--- src/rtl/prio_req_encoder_pkg.sv ---
// Shared constants and helpers for the
// priority request encoder.
package prio_pkg;

  localparam logic PRIO_FIXED = 1'b0;
  localparam logic PRIO_RR    = 1'b1;

  function automatic int idx_w(input int n);
    return ($clog2(n) < 1) ? 1 : $clog2(n);
  endfunction

endpackage

--- src/rtl/prio_req_encoder_if.sv ---
// Output handshake bundle: the encoder offers
// an index, the consumer accepts it.
interface prio_req_encoder_if #(
  parameter int N = 8
);
  import prio_pkg::*;

  localparam int W = idx_w(N);

  logic         out_valid_o;
  logic         out_ready_i;
  logic [W-1:0] out_idx_o;

  modport master (
    output out_valid_o,
    output out_idx_o,
    input  out_ready_i
  );

  modport slave (
    input  out_valid_o,
    input  out_idx_o,
    output out_ready_i
  );

endinterface

--- src/rtl/prio_req_encoder_pick.sv ---
// Combinational picker: highest set bit, or a
// round-robin descent starting below start.
module prio_pick
  import prio_pkg::*;
#(
  parameter  int N = 8,
  localparam int W = idx_w(N)
) (
  input  logic [N-1:0] vec,
  input  logic [W-1:0] start,
  input  logic         mode,
  output logic         found,
  output logic [W-1:0] idx
);

  logic [N-1:0] mask;
  logic [N-1:0] low;
  logic         lo_hit;

  // RR mask: indices below start are searched first
  always_comb begin
    mask = '0;
    for (int i = 0; i < N; i++) begin
      if (mode == PRIO_RR && i < int'(start))
        mask[i] = 1'b1;
    end
  end

  assign low    = vec & mask;
  assign lo_hit = |low;

  // highest hit wins; fall back to full vector
  always_comb begin
    found = |vec;
    idx   = '0;
    for (int i = 0; i < N; i++) begin
      if (lo_hit ? low[i] : vec[i])
        idx = W'(i);
    end
  end

endmodule

--- src/rtl/prio_req_encoder.sv ---
// Sticky request capture with a held output
// offer and fixed or round-robin selection.
module prio_req_encoder
  import prio_pkg::*;
#(
  parameter  int N = 8,
  localparam int W = idx_w(N)
) (
  input  logic           clk,
  input  logic           rst_n,
  input  logic [N-1:0]   req_i,
  input  logic           mode_i,
  output logic [N-1:0]   pending_o,
  output logic           overflow_o,
  prio_req_encoder_if.master bus
);

  logic [N-1:0] pending;
  logic [N-1:0] pend_nx;
  logic [N-1:0] clr;
  logic [W-1:0] rr_ptr;
  logic [W-1:0] rr_nx;
  logic [W-1:0] idx_q;
  logic [W-1:0] pick_idx;
  logic         valid_q;
  logic         ovf_q;
  logic         found;
  logic         hs;
  logic         load;

  assign hs   = valid_q & bus.out_ready_i;
  assign load = ~valid_q | bus.out_ready_i;

  // served bit to clear on handshake
  always_comb begin
    clr = '0;
    if (hs)
      clr[idx_q] = 1'b1;
  end

  assign pend_nx = (pending & ~clr) | req_i;
  assign rr_nx   = hs ? idx_q : rr_ptr;

  prio_pick #(.N(N)) u_pick (
    .vec   (pend_nx),
    .start (rr_nx),
    .mode  (mode_i),
    .found (found),
    .idx   (pick_idx)
  );

  // pending, pointer, overflow and output offer
  always_ff @(posedge clk or negedge rst_n) begin
    if (!rst_n) begin
      pending <= '0;
      rr_ptr  <= '0;
      ovf_q   <= 1'b0;
      valid_q <= 1'b0;
      idx_q   <= '0;
    end else begin
      pending <= pend_nx;
      rr_ptr  <= rr_nx;
      ovf_q   <= |(req_i & pending & ~clr);
      if (load) begin
        valid_q <= found;
        if (found)
          idx_q <= pick_idx;
      end
    end
  end

  assign bus.out_valid_o = valid_q;
  assign bus.out_idx_o   = idx_q;
  assign pending_o       = pending;
  assign overflow_o      = ovf_q;

endmodule

--- src/flat_wrapper.sv ---
// flat-port wrapper written by rule: the top's interface ports become plain ports
module prio_req_encoder_flat import prio_pkg::*;
#(
  parameter  int N = 8,
  localparam int W = idx_w(N)
)
  (clk, rst_n, req_i, mode_i, pending_o, overflow_o, bus_out_valid_o, bus_out_idx_o, bus_out_ready_i);
  prio_req_encoder_if #(.N(N)) bus_i ();
  input  logic clk;
  input  logic rst_n;
  input  logic [N-1:0] req_i;
  input  logic mode_i;
  output logic [N-1:0] pending_o;
  output logic overflow_o;
  output wire logic [$bits(bus_i.out_valid_o)-1:0] bus_out_valid_o;
  output wire logic [$bits(bus_i.out_idx_o)-1:0] bus_out_idx_o;
  input wire logic [$bits(bus_i.out_ready_i)-1:0] bus_out_ready_i;
  assign bus_out_valid_o = bus_i.out_valid_o;
  assign bus_out_idx_o = bus_i.out_idx_o;
  assign bus_i.out_ready_i = bus_out_ready_i;
  prio_req_encoder #(.N(N)) u_core (.clk(clk), .rst_n(rst_n), .req_i(req_i), .mode_i(mode_i), .pending_o(pending_o), .overflow_o(overflow_o), .bus(bus_i));
endmodule
--- config.mk ---
export PLATFORM = sky130hd
export DESIGN_NAME = prio_req_encoder_flat
export DESIGN_NICKNAME = d
export VERILOG_FILES = /design/src/rtl/prio_req_encoder_pkg.sv /design/src/rtl/prio_req_encoder_if.sv /design/src/rtl/prio_req_encoder_pick.sv /design/src/rtl/prio_req_encoder.sv /design/src/flat_wrapper.sv
export SDC_FILE = /design/constraint.sdc
export NUM_CORES = 1
export LEC_CHECK = 0
export ABC_CLOCK_PERIOD_IN_PS = 2450
export CAP_MARGIN = 30
export CORE_MARGIN = 2
export CORE_UTILIZATION = 30
export CTS_BUF_LIST = sky130_fd_sc_hd__clkbuf_4 sky130_fd_sc_hd__clkbuf_8 sky130_fd_sc_hd__clkbuf_16
export DETAILED_ROUTE_END_ITERATION = 7
export GPL_TIMING_DRIVEN = 0
export PLACE_DENSITY = 0.52
export SLEW_MARGIN = 10
export SYNTH_ARGS = -nofsm -noshare
export SYNTH_HDL_FRONTEND = slang
export SYNTH_SLANG_ARGS = --single-unit
--- constraint.sdc ---
create_clock -name clk -period 2.45 [get_ports clk]
set_input_delay 0.49 -clock clk [delete_from_list [all_inputs] [get_ports clk]]
set_output_delay 0.49 -clock clk [all_outputs]
set_load 0.01 [all_outputs]
==> results.yml <==
run_status:
  status: "finished, final reports clean"
die:
  core_area_mm2: 0.00394
  die_y_um: 67.4
  start_util_pct: 30.6
  dieArea_mm2: 0.00454
  die_w_um: 67.4
  io_pins: 25
  core.rowCount: 23
placed_design:
  port_buffers: 23
  place_congestion: 0.866
  hpwl_um: 2480
min_path:
  hold_depth: 2
  min_to: "u_core.overflow_o"
  hp-class: "reg2reg"
  hold_start: "u_core.pending_o[2]"
worst_setup_path:
  r2r-end: "u_core.bus.out_idx_o[0]"
  r2r_slack_ns: 0.09
  critPathArrivalTime_ns: 2.50
  worst_setup_path_end_kind: "flip-flop"
  worst_ep_required_time_ns: 2.58
  crit_path_max_fanout: 7
  worstReg2RegStart: "u_core.bus.out_valid_o"
  cp-start-kind: "primary input"
  path_class: "in2reg"
  reg2reg_depth: 8
layout:
  multi_input_area_um2: 777
  n_fill_cell: 384
  layout-drive-gt1-share_pct: 28.0
  synthToLayoutAreaGrowth_pct: 40.7
  num_antenna_cells: 0
  nets: 177
  ff_latch_area_um2: 402
yosys:
  synth_cells: 129
  synth_edf_count: 0
  synthArstFlopShare_pct: 100
  ys_seq_area_share_pct: 33.2
  syn_nets: 141
  ys_types: 49
  synth_area_mm2: 0.00120
  ys_ff_latch: 16
  ys_warn_count: 0
  ys.flop_type: "dfrtp_1"
  syn_area_per_cell_um2: 9.34
global_routing:
  overflow: 0
  grt_usage_pct: 15.2
  grt_pass1_wl_um: 5190
  grt_pass1_vias: 1094
  antenna_found_initial: 0
  grt_max_degree: 17
drt:
  via_per_inst: 5.26
  drc: 0
  first_pass_iters: 4
  drt_iter0_drc: 25
  routed_wl_um: 3360
  postRouteAntennaNets: 0
  wire_per_inst_um: 15.7
  vias: 1125
clocking:
  clockBufferDepth: 2
  path_clk_slew_ns: 0.07
  cts_buffers: 3
  cts_tree: "built"
  clock-sinks: 16
  cts_hold_buf: 0
  clk-insertion-delay-late_ns: 0.25
  clockRootBuffer: "clkbuf_8"
  htreeDepth: 1
power_and_ir_drop:
  pwr_density_cell_mw_per_mm2: 934
  ir_drop_v: 0.000217
  leakagePower_nw: 0.654
  power.total_mw: 1.58
job:
  maxCapViolations: 0
sta:
  final-hold-violation-count: 0
  final_max_slew_viol_count: 0
  clock.fmax_ghz: 0.423
  finalWorstPathRequiredPeriod_ns: 2.37
  post-route-period-util_pct: 96.6
  skew_ns: 0.00458
  tns_ns: 0
  worst_pin_slew_ns: 0.755
  setup_violations: 0
  maxSlewHeadroom_pct: 49.5
power by group:
part           switching, mW  internal [mW]  total (mW)  leakage [nW]
Combinational          0.498          0.444       0.942         0.466
Sequential            0.0655          0.337       0.403         0.159
Clock                 0.0969          0.143       0.240        0.0288
Total                  0.660          0.924        1.58         0.654
flip-flops by register name, indices dropped and copies added, names as in the netlist:
signal	flops
u_core.overflow_o	1
u_core.rr_ptr	3
u_core.bus.out_idx_o	3
u_core.pending_o	8
u_core.bus.out_valid_o	1
cells in the mapped netlist (2+ instances only):
library cell	instances	area, µm²
a211oi_1	3	22.5
a211oi_2	2	25.0
a21bo_1	2	20.0
a21boi_0	3	22.5
a21oi_1	5	25.0
a21oi_2	2	17.5
a31oi_1	4	25.0
a31oi_4	2	42.5
a32oi_1	2	17.5
and2_1	2	12.5
buf_4	4	30.0
buf_6	3	33.8
dfrtp_1	16	400
inv_1	9	33.8
nand2_1	10	37.5
nand3_1	6	30.0
nand4_1	2	12.5
nor2_1	12	45.0
nor2b_1	3	18.8
nor3_1	2	10.0
o211ai_1	2	15.0
o21a_1	3	22.5
o21ai_0	2	10.0
o221ai_1	2	17.5
or2_2	2	12.5
per-layer routing:
metal  vias up  part of all wire (%)  global-route usage [%]
met3         6                   2.4                    1.50
met2        20                    51                    25.9
li1        553                     -                       -
met5         -                     0                       0
met4         0                   1.7                    6.12
met1       546                    45                    19.7
worst max path at each step:
stage	startpoint	cells after the start	to	slack, ns
3_3_place_gp	mode_i	7	u_core.bus.out_idx_o[0]	-0.33
3_5_place_dp	mode_i	7	u_core.bus.out_idx_o[0]	-0.35
6_report	mode_i	8	u_core.bus.out_idx_o[0]	0.08
2_1_floorplan	bus_out_ready_i	9	u_core.bus.out_idx_o[0]	0.13
5_1_grt	u_core.bus.out_valid_o	8	u_core.bus.out_idx_o[0]	-0.02
4_1_cts	u_core.bus.out_valid_o	10	u_core.bus.out_idx_o[0]	0.01
worst max-delay path, stage by stage:
cell,delay (ns)
clkdlybuf4s50_1,0.49
inv_1,0.12
a211oi_2,0.32
o211ai_1,0.32
buf_4,0.23
a21oi_1,0.14
a2bb2oi_1,0.27
a211oi_2,0.12
metrics by stage:
step / hold WS (ns) / setup slack [ns] / cells / area (µm²) / utilization (%)
6_report: 0.557 / 0.0840 / 214 / 1700 / 43.0
2_1_floorplan: 0.194 / 0.131 / 129 / 1200 / -
3_5_place_dp: 0.550 / -0.353 / 202 / 1500 / 38.0
3_3_place_gp: 0.530 / -0.329 / 202 / 1500 / 38.0
4_1_cts: 0.566 / 0.0115 / 206 / 1560 / 39.5
5_1_grt: 0.605 / -0.0175 / 214 / 1700 / 43.0
cell families (layout without fill, tap and decap cells):
group                  Yosys count  count (layout)  synth area share [%]
AND/OR/NAND/NOR                 48              48                  20.8
AO/OA/AOI/OAI                   47              47                  36.7
buffers and inverters           17              52                  8.41
flip-flops                      16              16                  33.2
multiplexers                     1               1                 0.935
final cells by class:
type	instances	area share (%)
Sequential cell	16	23.7
Tap cell	50	3.69
Timing Repair Buffer	31	17.1
Multi-Input combinational cell	96	45.8
Buffer	7	4.21
Inverter	10	2.21
Clock buffer	4	3.25
cells in the final DEF, fill, tap and decap left out, types with 2 or more instances in the layout:
master           synthesis  final
a31oi_4                  2      3
nor3_1                   2      2
clkdlybuf4s50_1          0     23
nor4_2                   1      2
a21oi_1                  5      4
nand3_2                  0      2
nand4_1                  2      2
a211oi_1                 3      2
clkbuf_8                 0      4
nand2_1                 10     10
or2_2                    2      2
dfrtp_1                 16     15
o21a_1                   3      3
inv_1                    9      9
o21ai_0                  2      2
a211oi_2                 2      3
o221ai_1                 2      2
nand3_1                  6      4
a21boi_0                 3      3
buf_6                    3      5
and2_1                   2      2
o211ai_1                 2      2
a32oi_1                  2      2
a31oi_1                  4      4
nor2_1                  12     12
a21bo_1                  2      2
a21oi_2                  2      2
buf_4                    4     10
what timing repair did:
item	4_1_cts	5_1_grt
pin swaps	0	7
endpoints found under the setup margin	1	3
gates resized for setup	1	14
setup buffers	0	8
Note: power is estimated with default switching activity, not from simulation.
==> variant 1, RTL diff (config.mk and constraints unchanged) <==
Remove the register `ovf_q`: a continuous assignment takes its place, so the output `overflow_o` follows one clock earlier.
--- a/src/rtl/prio_req_encoder.sv
+++ b/src/rtl/prio_req_encoder.sv
@@ -55,5 +55,4 @@
       pending <= '0;
       rr_ptr  <= '0;
-      ovf_q   <= 1'b0;
       valid_q <= 1'b0;
       idx_q   <= '0;
@@ -61,5 +60,4 @@
       pending <= pend_nx;
       rr_ptr  <= rr_nx;
-      ovf_q   <= |(req_i & pending & ~clr);
       if (load) begin
         valid_q <= found;
@@ -70,4 +68,6 @@
   end
 
+  assign ovf_q = |(req_i & pending & ~clr);
+
   assign bus.out_valid_o = valid_q;
   assign bus.out_idx_o   = idx_q;
Check against the original RTL: not equivalent (Yosys sat finds a counterexample within 4 cycles, from zero or initial values and one cycle with rst_n low).
==> variant 1 against the unedited design <==
First-iteration DRC count down 24%. Largest power group unchanged. Area after synthesis down 2.1%. Worst hold slack better by 54 ps. Largest cell class unchanged. Sequential cell count down 1. Design area up 3.2%. Wire length up 1.6%. Power up 1.5%. Critical endpoint unchanged. Utilization up 4.1 points. Final cell count up 2.3%. Worst setup slack better by 10 ps.
==> variant 1: results (changes against the unedited design) <==
| Metric | Value |
|---|---|
| Drt initial violations | `19 (-24%)` |
| Place WS | `-310.4 ps (+42.39 ps)` |
| Syn_nets | `140 (-0.71%)` |
| Maximum vdd drop | `247.6 uV (+14%)` |
| CP Max Fanout | `9 (+2)` |
| # diodes | `0 (unchanged)` |
| Crit path DAT | `2490 ps (about the same)` |
| Initial antenna violation count | `0 (unchanged)` |
| CTS clk-pin slew, worst paths | `60 ps` |
| Outcome | `completed` |
| GPL Wtd Cong | `0.8301 (-4.2%)` |
| Worst relative slew slack | `0.5053 (+0.009933)` |
| Port Buffers | `23 (unchanged)` |
| Via density per instance | `5.329 (+1.4%)` |
| TritonRoute pass-1 iters | `4 (unchanged)` |
| Sequential area share after synthesis | `0.3181 (-0.01416)` |
| CTS Buffer Depth | `2 (unchanged)` |
| Largest net degree at the start of global routing | `16 (-1)` |
| TritonCTS Buffers | `3 (unchanged)` |
| Post-synth top cells | `dfrtp_1 (15), nor2_1 (12), nand2_1 (10), inv_1 (9), nand3_1 (6)` |
| Synth Warn # | `0 (unchanged)` |
| Top cells by area, synth | `dfrtp_1 (32%), nor2_1 (3.8%), a31oi_4 (3.6%)` |
| Clock tree root buffer cell | `clkbuf_8` |
| Final Skew | `2.916 ps (-1.660 ps)` |
| Layout cells sized above 1 | `0.3333 (+0.05285)` |
| Lkg Pwr | `0.6884 nW (+5.3%)` |
| Post-DP HPWL | `2.442 mm (-1.7%)` |
| Dpl cell area | `0.001470 sq mm (-1.8%)` |
| Vias in the first global route | `1137 (+3.9%)` |
| Global-route wire length before repair | `5.464 mm (+5.3%)` |
| Final WL | `3.410 mm (+1.6%)` |
| Netlist cell types | `49 (unchanged)` |
| Fill cells | `369 (-3.9%)` |
| Final #Nets | `184 (+4.0%)` |
| Worst min path class | `reg -> reg` |
| Ys async rst share | `1.000 (unchanged)` |
| Max reg flops | `8 (unchanged)` |
| Skew-Pair Late Insertion Delay | `250 ps (about the same)` |
| H-tree depth | `1 (unchanged)` |
| GR Util All Layers | `0.1634 (+0.01140)` |
variant 1: cell types whose count changed after synthesis:
cell     change
dfrtp_1      -1
variant 1: cell type report:
cell class / count / area, sq um / area share
Buffer: 7 / 71.32 / 0.04077
Multi-Input combinational cell: 96 / 803.3 / 0.4592
Inverter: 10 / 37.54 / 0.02146
Timing Repair Buffer: 39 / 352.8 / 0.2017
Tap cell: 48 / 60.06 / 0.03433
Clock buffer: 4 / 48.80 / 0.02790
Sequential cell: 15 / 375.4 / 0.2146
variant 1: worst paths after layout:
path	depth (start not counted)	end	from	slack, ps
min in group asynchronous	1	u_core.rr_ptr[2]	rst_n	680
max in group asynchronous	1	u_core.pending_o[4]	rst_n	1310
min reg2reg	1	u_core.rr_ptr[0]	u_core.rr_ptr[0]	610
max	11	u_core.bus.out_idx_o[0]	u_core.bus.out_valid_o	90
max reg2reg	11	u_core.bus.out_idx_o[0]	u_core.bus.out_valid_o	90
min	1	u_core.rr_ptr[0]	u_core.rr_ptr[0]	610
variant 1: layer usage:
| layer | wire (um) | GRT usage | vias to the layer above |
|---|---|---|---|
| li1 | - | - | 572 |
| met1 | 1561 | 0.2127 | 565 |
| met2 | 1661 | 0.2600 | 24 |
| met3 | 127 | 0.02534 | 6 |
| met4 | 59 | 0.08418 | 0 |
| met5 | 0 | 0 | - |
variant 1: logic make-up after synthesis:
| logic type | after synthesis | share of synthesized area |
|---|---|---|
| flip-flops | 15 | 0.3181 |
| AND/OR/NAND/NOR | 48 | 0.2121 |
| AO/OA/AOI/OAI | 47 | 0.3743 |
| multiplexers | 1 | 0.009543 |
| buffers and inverters | 17 | 0.08589 |
variant 1: power breakdown:
| group | switching, mW | internal, mW | total [mW] |
|---|---|---|---|
| Sequential | 0.0636 | 0.319 | 0.382 |
| Clock | 0.0907 | 0.126 | 0.217 |
| Combinational | 0.519 | 0.490 | 1.01 |
variant 1: stage by stage:
step / TNS, ps / std cells
finish: 0 / 219
global route: 0 / 219
CTS: 0 / 206
detailed placement: -660.5 / 199
global placement: -596.0 / 199
floorplan: 0 / 128
variant 1: worst max-delay path: stages (launching register included):
cell and delay [ps]:
dfrtp_1 410, buf_6 140, and3_4 170, buf_6 110, buf_6 130, a31oi_4 260
a32oi_4 90, and4_4 220, buf_6 130, a311o_1 290, a211oi_2 240, a211oi_2 50
variant 1: what timing repair did:
action | in CTS | in global routing
pin swaps | 2 | 10
buffers inserted | 3 | 12
cloned | 0 | 1
resized for setup | 6 | 18
endpoints found under the setup margin | 2 | 4
==> variant 2, RTL diff (same settings) <==
Without the edit above. `N` is set to 8 in 4 places; all go to 16.
--- a/src/rtl/prio_req_encoder_if.sv
+++ b/src/rtl/prio_req_encoder_if.sv
@@ -2,5 +2,5 @@
 // an index, the consumer accepts it.
 interface prio_req_encoder_if #(
-  parameter int N = 8
+  parameter int N = 16
 );
   import prio_pkg::*;
--- a/src/rtl/prio_req_encoder_pick.sv
+++ b/src/rtl/prio_req_encoder_pick.sv
@@ -4,5 +4,5 @@
   import prio_pkg::*;
 #(
-  parameter  int N = 8,
+  parameter  int N = 16,
   localparam int W = idx_w(N)
 ) (
--- a/src/rtl/prio_req_encoder.sv
+++ b/src/rtl/prio_req_encoder.sv
@@ -4,5 +4,5 @@
   import prio_pkg::*;
 #(
-  parameter  int N = 8,
+  parameter  int N = 16,
   localparam int W = idx_w(N)
 ) (
--- a/src/flat_wrapper.sv
+++ b/src/flat_wrapper.sv
@@ -2,5 +2,5 @@
 module prio_req_encoder_flat import prio_pkg::*;
 #(
-  parameter  int N = 8,
+  parameter  int N = 16,
   localparam int W = idx_w(N)
 )
Interface: changed (resized bus_out_idx_o, pending_o and req_i); port bits go from 25 to 42. The function was not compared with the original's and may differ.
==> variant 2 against the unedited design <==
The flow now finishes with violations (negative setup slack). Via count rose by 110%. Combinational power rose by 92%. Final cell count rose by 83%. Area after synthesis rose by 66%. Global-route usage rose by 6.6 points. Sequential share of layout area fell by 3.1 points. Worst setup slack got worse by 630 ps. First-iteration DRC count rose to 7.2 times the old value. Design area rose by 88%. Power rose by 74%. Wire length rose by 140%. Sequential cell count rose by 10. Clock power rose by 28%. Largest cell class unchanged. Largest power group unchanged.
==> variant 2: results (changes against the unedited design) <==
| Metric | Value |
|---|---|
| Outcome | `finished with violations` |
| Violated checks | `negative setup slack` |
| Drt initial violations | `179 (+620%)` |
| Lkg Pwr | `1.170 nW (+79%)` |
| Buffering overhead | `0.2535 (+0.04025)` |
| Sequential area share after synthesis | `0.3248 (-0.007498)` |
| Fin Setup TNS | `-2115 ps (-2115 ps)` |
| DIE WIDTH | `85.72 um (+27%)` |
| Post-synthesis compound-gate area fraction | `0.3698 (+0.003206)` |
| M1 GR Usage | `0.2953 (+0.09838)` |
| Post-DP HPWL | `5.494 mm (+120%)` |
| Reg area | `655.6 sq um (+63%)` |
| Post-synth top cells | `dfrtp_1 (26), nand2_1 (16), nor2_1 (15), a21oi_1 (13)` |
| Met3 Use GR | `0.03465 (+0.01965)` |
| Worst min path class | `in -> async` |
| Dpl cells | `344 (+70%)` |
| Footprint of the multi-input gates | `0.001530 sq mm (+97%)` |
| Adder-cell area share of the yosys netlist | `0.005621 (+0.005621)` |
| Final Skew | `3.909 ps (-0.6666 ps)` |
| TritonRoute pass-1 iters | `5 (+1)` |
| Syn Inst Count | `226 (+75%)` |
| Fin cells | `391 (+83%)` |
| Syn_nets | `246 (+74%)` |
| Skew-Pair Late Insertion Delay | `290 ps (+40 ps)` |
| Netlist cell types | `69 (+41%)` |
| Non-clk bufs | `93 (+140%)` |
| Global-route wire length before repair | `12.41 mm (+140%)` |
| Largest net degree at the start of global routing | `27 (+10)` |
| Via density per instance | `6.049 (+15%)` |
| Port Buffers | `41 (+78%)` |
| Clk tree area frac | `0.01730 (-0.01518)` |
| Crit path DAT | `3230 ps (+730 ps)` |
| Place WS | `-1540 ps (-1187 ps)` |
| Critical path capture point | `u_core.bus.out_idx_o[1]` |
| Vias in the first global route | `2215 (+100%)` |
| FF+latch count | `26 (+10)` |
| Final Setup Violations | `5 (+5)` |
| Met1 WL | `3.370 mm (+120%)` |
| Worst Max-Slew Pin Slew | `636.8 ps (-117.8 ps)` |
| GR Util All Layers | `0.2177 (+0.06567)` |
| Avg WL per Cell | `20.69 um (+32%)` |
| Maximum vdd drop | `333.6 uV (+53%)` |
| Layout cells sized above 1 | `0.3790 (+0.09849)` |
| Hold Slack | `209.2 ps (-347.9 ps)` |
| CTS clk-pin slew, worst paths | `110 ps (+40 ps)` |
| Mux contribution to synthesized area | `0.02061 (+0.01127)` |
| Max reg flops | `16 (+8)` |
| GPL Wtd Cong | `0.9429 (+8.8%)` |
| Top cells by area, synth | `dfrtp_1 (32%), o21a_1 (4.5%), a21oi_1 (3.2%)` |
| Multi-In Gates | `181 (+89%)` |
| Metal3 WL | `636 um (+710%)` |
| Setup ws final | `-550.1 ps (-634.0 ps)` |
| R2R Path End | `u_core.bus.out_idx_o[1]` |
[variant 2: cell types whose count changed after synthesis, sizes merged, moves of 3 or more]
cell,change
nand2,+7
a21oi,+7
nand4,+6
dfrtp,+10
o21ai,+13
a31oi,-3
a32oi,-3
o21a,+9
nor2,+4
or2,+6
nand3,-3
o211ai,+5
o31a,+7
clkbuf,+4
[variant 2: kinds of logic (layout without fill, tap and decap cells)]
logic type	count (synthesis)	in the layout
AO/OA/AOI/OAI	98	98
AND/OR/NAND/NOR	79	79
adder cells (fa/ha/maj)	1	1
flip-flops	26	26
multiplexers	3	3
buffers and inverters	19	107
[variant 2: what timing repair did]
action                                  4_1_cts  5_1_grt
hold endpoints to repair                      0        0
buffers inserted                             29       13
endpoints found under the setup margin        5        5
pin swaps                                    16       18
gates cloned                                  1        0
resized for setup                            48       15
[variant 2: where the power goes]
group	switching, mW	internal, mW	total [mW]
clock network	0.163	0.145	0.308
registers	0.120	0.525	0.644
logic	0.958	0.847	1.81
